<file path="src/rtl/i2c_ram_pkg.sv">
// i2c_ram_pkg: shared RAM widths, requester ids and arbiter states
package i2c_ram_pkg;
    localparam int ADDR_W = 5;
    localparam int DATA_W = 8;
    typedef enum logic [1:0] {ID_USR = 2'd0, ID_MST = 2'd1, ID_SLV = 2'd2} req_id_t;
    typedef enum logic {IDLE = 1'b0, GRANT = 1'b1} arb_state_t;
endpackage

</file>
<file path="src/rtl/i2c_ram_32x8.sv">
// i2c_ram_32x8: single-port synchronous RAM, 1-cycle read latency, write-first
module i2c_ram_32x8
    import i2c_ram_pkg::*;
#(
    parameter int ADDR_W = i2c_ram_pkg::ADDR_W,
    parameter int DATA_W = i2c_ram_pkg::DATA_W
) (
    input  logic              clk,
    input  logic              en,
    input  logic              we,
    input  logic [ADDR_W-1:0] addr,
    input  logic [DATA_W-1:0] wdata,
    output logic [DATA_W-1:0] rdata
);
    logic [DATA_W-1:0] mem [2**ADDR_W];
    always_ff @(posedge clk) begin
        if (en) begin
            if (we) mem[addr] <= wdata;
            rdata <= we ? wdata : mem[addr];
        end
    end
endmodule

</file>
<file path="src/rtl/i2c_ram_arbiter.sv">
// i2c_ram_arbiter: registered req/gnt scheduler sharing one RAM among usr, mst and slv
module i2c_ram_arbiter
    import i2c_ram_pkg::*;
#(
    parameter int ADDR_W     = i2c_ram_pkg::ADDR_W,
    parameter int DATA_W     = i2c_ram_pkg::DATA_W,
    parameter int STARVE_MAX = 4
) (
    input  logic              clk,
    input  logic              rst_n,
    input  logic              usr_req,
    input  logic              usr_we,
    input  logic [ADDR_W-1:0] usr_addr,
    input  logic [DATA_W-1:0] usr_wdata,
    output logic              usr_gnt,
    output logic              usr_rvalid,
    output logic [DATA_W-1:0] usr_rdata,
    input  logic              mst_req,
    input  logic [ADDR_W-1:0] mst_addr,
    input  logic [DATA_W-1:0] mst_wdata,
    output logic              mst_gnt,
    input  logic              slv_req,
    input  logic [ADDR_W-1:0] slv_addr,
    output logic              slv_gnt,
    output logic              slv_rvalid,
    output logic [DATA_W-1:0] slv_rdata,
    output logic              busy
);
    localparam int CW = $clog2(STARVE_MAX + 1);
    arb_state_t        state, state_nx;
    req_id_t           id_q, win;
    logic              we_q, go, any_req, arb;
    logic [ADDR_W-1:0] addr_q;
    logic [DATA_W-1:0] wdata_q, ram_q, usr_hold, slv_hold;
    logic [CW-1:0]     starve_cnt;
    assign any_req = usr_req | mst_req | slv_req;
    assign arb = state == IDLE && any_req;
    assign win = (usr_req && starve_cnt == CW'(STARVE_MAX)) ? ID_USR :
                 slv_req ? ID_SLV : mst_req ? ID_MST : ID_USR;
    always_ff @(posedge clk) begin
        if (!rst_n) state <= IDLE;
        else state <= state_nx;
    end
    always_comb begin
        state_nx = arb ? GRANT : IDLE;
    end
    always_comb begin
        go      = state == GRANT && rst_n;
        busy    = state == GRANT;
        usr_gnt = go && id_q == ID_USR;
        mst_gnt = go && id_q == ID_MST;
        slv_gnt = go && id_q == ID_SLV;
    end
    always_ff @(posedge clk) begin
        if (arb) begin
            id_q    <= win;
            we_q    <= win == ID_MST || (win == ID_USR && usr_we);
            addr_q  <= win == ID_USR ? usr_addr : win == ID_MST ? mst_addr : slv_addr;
            wdata_q <= win == ID_USR ? usr_wdata : mst_wdata;
        end
    end
    always_ff @(posedge clk) begin
        if (!rst_n || !usr_req) starve_cnt <= '0;
        else if (arb) starve_cnt <= win == ID_USR ? '0 :
                                    starve_cnt == CW'(STARVE_MAX) ? starve_cnt : starve_cnt + 1'b1;
    end
    always_ff @(posedge clk) begin
        if (!rst_n) begin
            usr_rvalid <= 1'b0;
            slv_rvalid <= 1'b0;
            usr_hold   <= '0;
            slv_hold   <= '0;
        end else begin
            usr_rvalid <= usr_gnt && !we_q;
            slv_rvalid <= slv_gnt;
            if (usr_rvalid) usr_hold <= ram_q;
            if (slv_rvalid) slv_hold <= ram_q;
        end
    end
    assign usr_rdata = usr_rvalid ? ram_q : usr_hold;
    assign slv_rdata = slv_rvalid ? ram_q : slv_hold;
    i2c_ram_32x8 #(.ADDR_W(ADDR_W), .DATA_W(DATA_W)) u_ram (
        .clk   (clk),
        .en    (go),
        .we    (we_q),
        .addr  (addr_q),
        .wdata (wdata_q),
        .rdata (ram_q)
    );
endmodule

</file>
<file path="config.mk">
export PLATFORM = sky130hd
export DESIGN_NAME = i2c_ram_arbiter
export DESIGN_NICKNAME = d
export VERILOG_FILES = /design/src/rtl/i2c_ram_pkg.sv /design/src/rtl/i2c_ram_32x8.sv /design/src/rtl/i2c_ram_arbiter.sv
export SDC_FILE = /design/constraint.sdc
export NUM_CORES = 1
export LEC_CHECK = 0
export BUFFER_PORTS_ARGS = -buffer_cell sky130_fd_sc_hd__buf_2
export CAP_MARGIN = 20
export CORE_MARGIN = 5
export CORE_UTILIZATION = 65
export CTS_CLUSTER_SIZE = 30
export DETAILED_ROUTE_END_ITERATION = 12
export GPL_ROUTABILITY_DRIVEN = 1
export PLACE_DENSITY = 0.92
export SLEW_MARGIN = 20
export SYNTH_ARGS = -nofsm -noshare
export SYNTH_HDL_FRONTEND = slang
export SYNTH_SLANG_ARGS = --single-unit
</file>
<file path="constraint.sdc">
create_clock -name clk -period 4.7 [get_ports clk]
set_clock_uncertainty 0.05 [all_clocks]
set_input_delay 0.705 -clock clk [delete_from_list [all_inputs] [get_ports clk]]
set_output_delay 0.705 -clock clk [all_outputs]
set_load 0.05 [all_outputs]
</file>
==> results of run 1 <==
## metrics by stage
stage / std cells / setup slack (ns)
2_1_floorplan: 639 / 1.69
3_3_place_gp: 906 / 1.77
3_5_place_dp: 909 / 1.55
4_1_cts: 961 / 1.97
5_1_grt: 961 / 1.84
6_report: 961 / 1.94
## cell families (layout without fill, tap and decap cells)
kind of cell    Yosys count  count (layout)  share of synthesized area (%)
fa+ha+maj                 2               2                          0.210
mux                     103             103                           14.1
buf+inv                  36             129                           1.71
flops                   302             302                           74.2
compound gates           68              68                           4.02
simple gates            128             128                           5.78
## metal layers
layer / track usage [%] / part of all wire (%) / routed length [microns]
met4: 9.75 / 4.3 / 1240
met2: 44.7 / 49 / 14300
met1: 38.3 / 34 / 9970
met5: 0 / 0 / 0
met3: 5.26 / 13 / 3720
## final cells by class
cell class	instances	area [sq um]	share of cell area, %
inverter	3	11.3	0.0838
clock buffer	30	729	5.43
tap	229	287	2.13
timing repair buffer	74	454	3.38
multi-input combinational	301	2880	21.4
sequential	302	8850	65.8
clock inverter	22	234	1.74
## placed cells by master, fill, tap and decap left out, drive strengths merged
cell / synthesis / layout
a211oi: 4 / 4
a21oi: 5 / 5
a221oi: 3 / 3
a22o: 5 / 5
a22oi: 18 / 18
a31oi: 10 / 10
a41oi: 2 / 2
and2: 18 / 18
and3: 3 / 3
and3b: 3 / 3
buf: 19 / 74
bufinv: 0 / 5
clkbuf: 14 / 30
clkinv: 0 / 15
dfxtp: 22 / 22
edfxtp: 280 / 280
ha: 2 / 2
inv: 3 / 5
mux2: 24 / 24
mux2i: 29 / 29
mux4: 50 / 50
nand2: 8 / 8
nand2b: 2 / 2
nand3: 5 / 5
nand3b: 4 / 4
nand4: 2 / 2
nand4b: 3 / 3
nand4bb: 2 / 2
nor2: 52 / 52
nor2b: 5 / 5
nor3: 6 / 6
nor3b: 8 / 8
nor4: 3 / 3
o21ai: 8 / 8
o22a: 2 / 2
o22ai: 11 / 11
or3: 2 / 2
or3b: 2 / 2
## how the worst max path moves through the flow
stage | start | end | slack [ns]
2_1_floorplan | rst_n | mst_gnt | 1.69
3_3_place_gp | rst_n | u_ram.mem[4][6]$_DFFE_PP_ | 1.77
3_5_place_dp | rst_n | u_ram.mem[16][3]$_DFFE_PP_ | 1.55
4_1_cts | busy$_SDFF_PN0_ | u_ram.mem[0][5]$_DFFE_PP_ | 1.97
5_1_grt | busy$_SDFF_PN0_ | u_ram.mem[6][7]$_DFFE_PP_ | 1.84
6_report | busy$_SDFF_PN0_ | u_ram.mem[6][7]$_DFFE_PP_ | 1.94
## registers in the layout, summed over array words and instances (netlist names), 2 cells and up
name / flops
u_ram.mem: 256
slv_hold: 8
u_ram.rdata: 8
usr_hold: 8
wdata_q: 8
addr_q: 5
starve_cnt: 3
id_q: 2
## where the power goes
group / internal, mW / switching, mW
Clock: 1.40 / 0.982
Combinational: 0.188 / 0.322
Sequential: 3.00 / 0.0350
Total: 4.59 / 1.34
## worst max-delay path, stage by stage (launching register included)
cell and delay [ns]:
dfxtp_1 0.57, nand3_1 0.46, nor2_1 0.23, nand2_1 0.38, nor2_1 0.71
==> flow_summary.toml, run 1 <==
[drt]
drt_iter0_drc = 1231
wl_per_cell_microns = 30.4
vias_per_cell = 7.11
drc = 0
routed_wl_mm = 29.2
antenna_left = 0
vias = 6837
firstDrtPassIters = 6

[global_route]
grtUsageTotal_pct = 27.6
grt_pass1_vias = 6751
grt_pass1_wl_mm = 44.2
overflow = 0
grt_max_degree = 59
antenna_found_initial = 0

[synthesis]
syn_area_sq_um = 11900
synth_top_cell_area_share_pct = 70.5
ys_top_cells_by_count = "edfxtp_1, nor2_1, mux4_2, mux2i_1, mux2_2"
synthCells = 639
seq_area_frac_synth_pct = 74.2
synth.net_count = 678
synth_most_common_cell = "edfxtp_1"
ys_types = 42
yosys.area.top_type = "edfxtp_1"
avgSynthCellArea_sq_um = 18.7
yosysWarnings = 0
synth_edf_count = 280
async_flop_share_pct = 0
synth-seq-cells = 302
ys.flop_type = "edfxtp_1"
synth_area_leaders = "edfxtp_1, mux4_2, dfxtp_1"

[placed_design]
gp_congestion = 0.974
place_area_sq_um = 12500
dp_hpwl_mm = 17.5
io_buffer_count = 58

[layout]
syn2layout_area_growth_pct = 12.7
post-route-util_pct = 74.6
nets = 749
design_area_sq_um = 13400
num_antenna_cells = 0
fillCellCount = 917
drive_above_1_share_pct = 26.8

[floorplanning]
core_area_sq_um = 18000
dieHeight_microns = 145
die_w_microns = 145
io_pins = 59
row_count = 49
start_util_pct = 66.2
die_area_sq_um = 21200

[timing]
setup_viol = 0
max_freq_ghz = 0.362
maxSlewViolCount = 0
max_slew_margin_pct = 36.1
finalCriticalPeriod_ns = 2.76
hold_viol = 0
post-route-period-util_pct = 58.8
rsz0062_at_grt = "false"
hold_slack_ns = 0.417
tns_ns = 0
worst_pin_slew_ns = 0.951

[hold_path]
min_from = "usr_wdata[3]"
hold_depth = 2
hold_path_end = "wdata_q[3]$_DFFE_PP_"
hold_path_class = "input pin to register"

[cts]
cts_tree = "done"
clk_latency_ns = 0.55
cts_setup_buffers = 0
clock_tree.root_cell = "clkbuf_16"
postCtsHoldBufs = 0
clockBufferDepth = 3
clkSinkCount = 302
clkTransAtPathRegs_ns = 0.07
ctsResizeCount = 0
htree_levels = 1
numCtsBuffers = 28

[pwr]
leakage_nw = 4.51
fin_total_pwr_mw = 5.93
peakVddDrop_mv = 0.355
p_per_area_nw_per_um2 = 441

[critical_path]
startpoint_type = "register"
end_kind = "register"
reg2reg_to = "u_ram.mem[6][7]$_DFFE_PP_"
rr_worst_depth = 4
worst_ep_arrival_time_ns = 2.88
worstPathMaxFanout = 14
required_ns = 4.82
rrSetupSlack_ns = 1.94
timing.rr.start = "busy$_SDFF_PN0_"
crit_type = "register to register"

[run_status]
outcome = "finished clean"

[job]
cap_violations = 0
Note: power is estimated with default switching activity, not from simulation.
==> run 2, diff against run 1 <==
- CORE_UTILIZATION: 65 -> 61
- PLACE_DENSITY: 0.92 -> 0.87
- clock period: 4.7 -> 2.88 ns (I/O delays scaled with it)
==> run 2 against run 1 <==
Effect of this change: final cell count rose by 7.8%; clock power rose by 45%; routed wire length fell by 7.8%; critical path type unchanged; critical endpoint is now u_ram.rdata[5]$_DFFE_PP_.
==> flow_summary.toml, run 2 (synthesis gave the netlist of run 1 again) <==
[run_status]
outcome = "finished clean"

[pwr]
p_per_area_nw_per_um2 = 673
peakVddDrop_mv = 0.458
leakage_nw = 4.69

[cts]
cts_setup_buffers = 0
cts_tree = "done"
clk_latency_ns = 0.55
htree_levels = 1
clkSinkCount = 302
numCtsBuffers = 30
clkTransAtPathRegs_ns = 0.07
ctsResizeCount = 0
clock_tree.root_cell = "clkbuf_16"
clockBufferDepth = 3
postCtsHoldBufs = 0

[global_route]
grt_pass1_vias = 6643
grtUsageTotal_pct = 24.0
overflow = 0
antenna_found_initial = 0
grt_max_degree = 54
grt_pass1_wl_mm = 40.5

[timing]
setup_ws_ns = 0.370
setup_viol = 0
max_freq_ghz = 0.398
finalCriticalPeriod_ns = 2.51
worst_pin_slew_ns = 1.03
max_slew_margin_pct = 31.3
rsz0062_at_grt = "false"
post-route-period-util_pct = 87.2
hold_viol = 0
maxSlewViolCount = 0
tns_ns = 0

[drt]
drc = 0
firstDrtPassIters = 6
antenna_left = 0
vias_per_cell = 6.49
routed_wl_mm = 26.9
vias = 6720
wl_per_cell_microns = 26.0
drt_iter0_drc = 1291

[placed_design]
io_buffer_count = 58
dp_hpwl_mm = 17.0
place_area_sq_um = 12800
pre_cts_slack_ns = 0.531
gp_congestion = 0.954
dp.cells = 985

[job]
cap_violations = 0

[layout]
fin_cells = 1036
design_area_sq_um = 13700
largest_register_ff_count = 256
nets = 793
num_antenna_cells = 0
mostFrequentLayoutCell = "edfxtp_1"
mostFrequentLayoutCells = "edfxtp_1, buf_2, buf_4"
top_register = "u_ram.mem"
fillCellCount = 1097
syn2layout_area_growth_pct = 14.9
drive_above_1_share_pct = 30.1
post-route-util_pct = 70.9

[floorplanning]
row_count = 51
die_w_microns = 150
io_pins = 59
core_area_sq_um = 19300
start_util_pct = 61.7
dieHeight_microns = 150
die_area_sq_um = 22500

[critical_path]
end_kind = "register"
worst_ep_arrival_time_ns = 2.83
crit_type = "register to register"
startpoint_type = "register"
worstPathMaxFanout = 19
required_ns = 3.20

[hold_path]
hold_path_class = "input pin to register"
## run 2: per-stage QoR
step                hold WS, ns  total power [mW]
floorplan                 0.386              5.57
CTS                       0.125              9.24
global route              0.138              9.52
finish                    0.145              9.24
global placement          0.461              5.81
detailed placement        0.476              5.84
## run 2: final timing paths
check	from	end	slack (ns)	cells past startpoint
setup / recovery	addr_q[2]$_DFFE_PP_	u_ram.rdata[5]$_DFFE_PP_	0.37	5
hold / removal	mst_wdata[2]	wdata_q[2]$_DFFE_PP_	0.14	2
setup reg to reg	addr_q[2]$_DFFE_PP_	u_ram.rdata[5]$_DFFE_PP_	0.37	5
hold reg to reg	id_q[0]$_DFFE_PP_	slv_rvalid$_SDFF_PN0_	0.49	1
## run 2: power breakdown
part	leakage [nW]	internal [mW]	switching, mW	total, mW
Combinational	1.55	0.324	0.486	0.809
Clock	0.419	1.95	1.50	3.44
Sequential	2.71	4.91	0.0756	4.98
Total	4.69	7.18	2.06	9.24
## run 2: area by class of cell
| class | instances | area (sq um) | share of cell area [%] |
|---|---|---|---|
| clock inverters | 9 | 43.8 | 0.319 |
| clock buffers | 40 | 810 | 5.90 |
| inverters | 3 | 11.3 | 0.0821 |
| flip-flops and latches | 302 | 8850 | 64.5 |
| well taps | 265 | 332 | 2.42 |
| repair buffers | 116 | 791 | 5.77 |
| multi-input cells | 301 | 2880 | 21.0 |
## run 2: layer usage
layer / GRT usage [%] / routed length (microns) / up-vias
met1: 34.0 / 9690 / 3324
li1: - / - / 2816
met5: 0 / 0 / -
met2: 38.6 / 13300 / 489
met4: 7.87 / 991 / 0
met3: 4.30 / 2950 / 91
## run 2: worst max-delay path: stages (launching register included)
cell      delay, ns
edfxtp_1       0.66
buf_4          0.29
nor3b_1        0.72
a22o_1         0.31
a221oi_2       0.06
a31oi_1        0.23
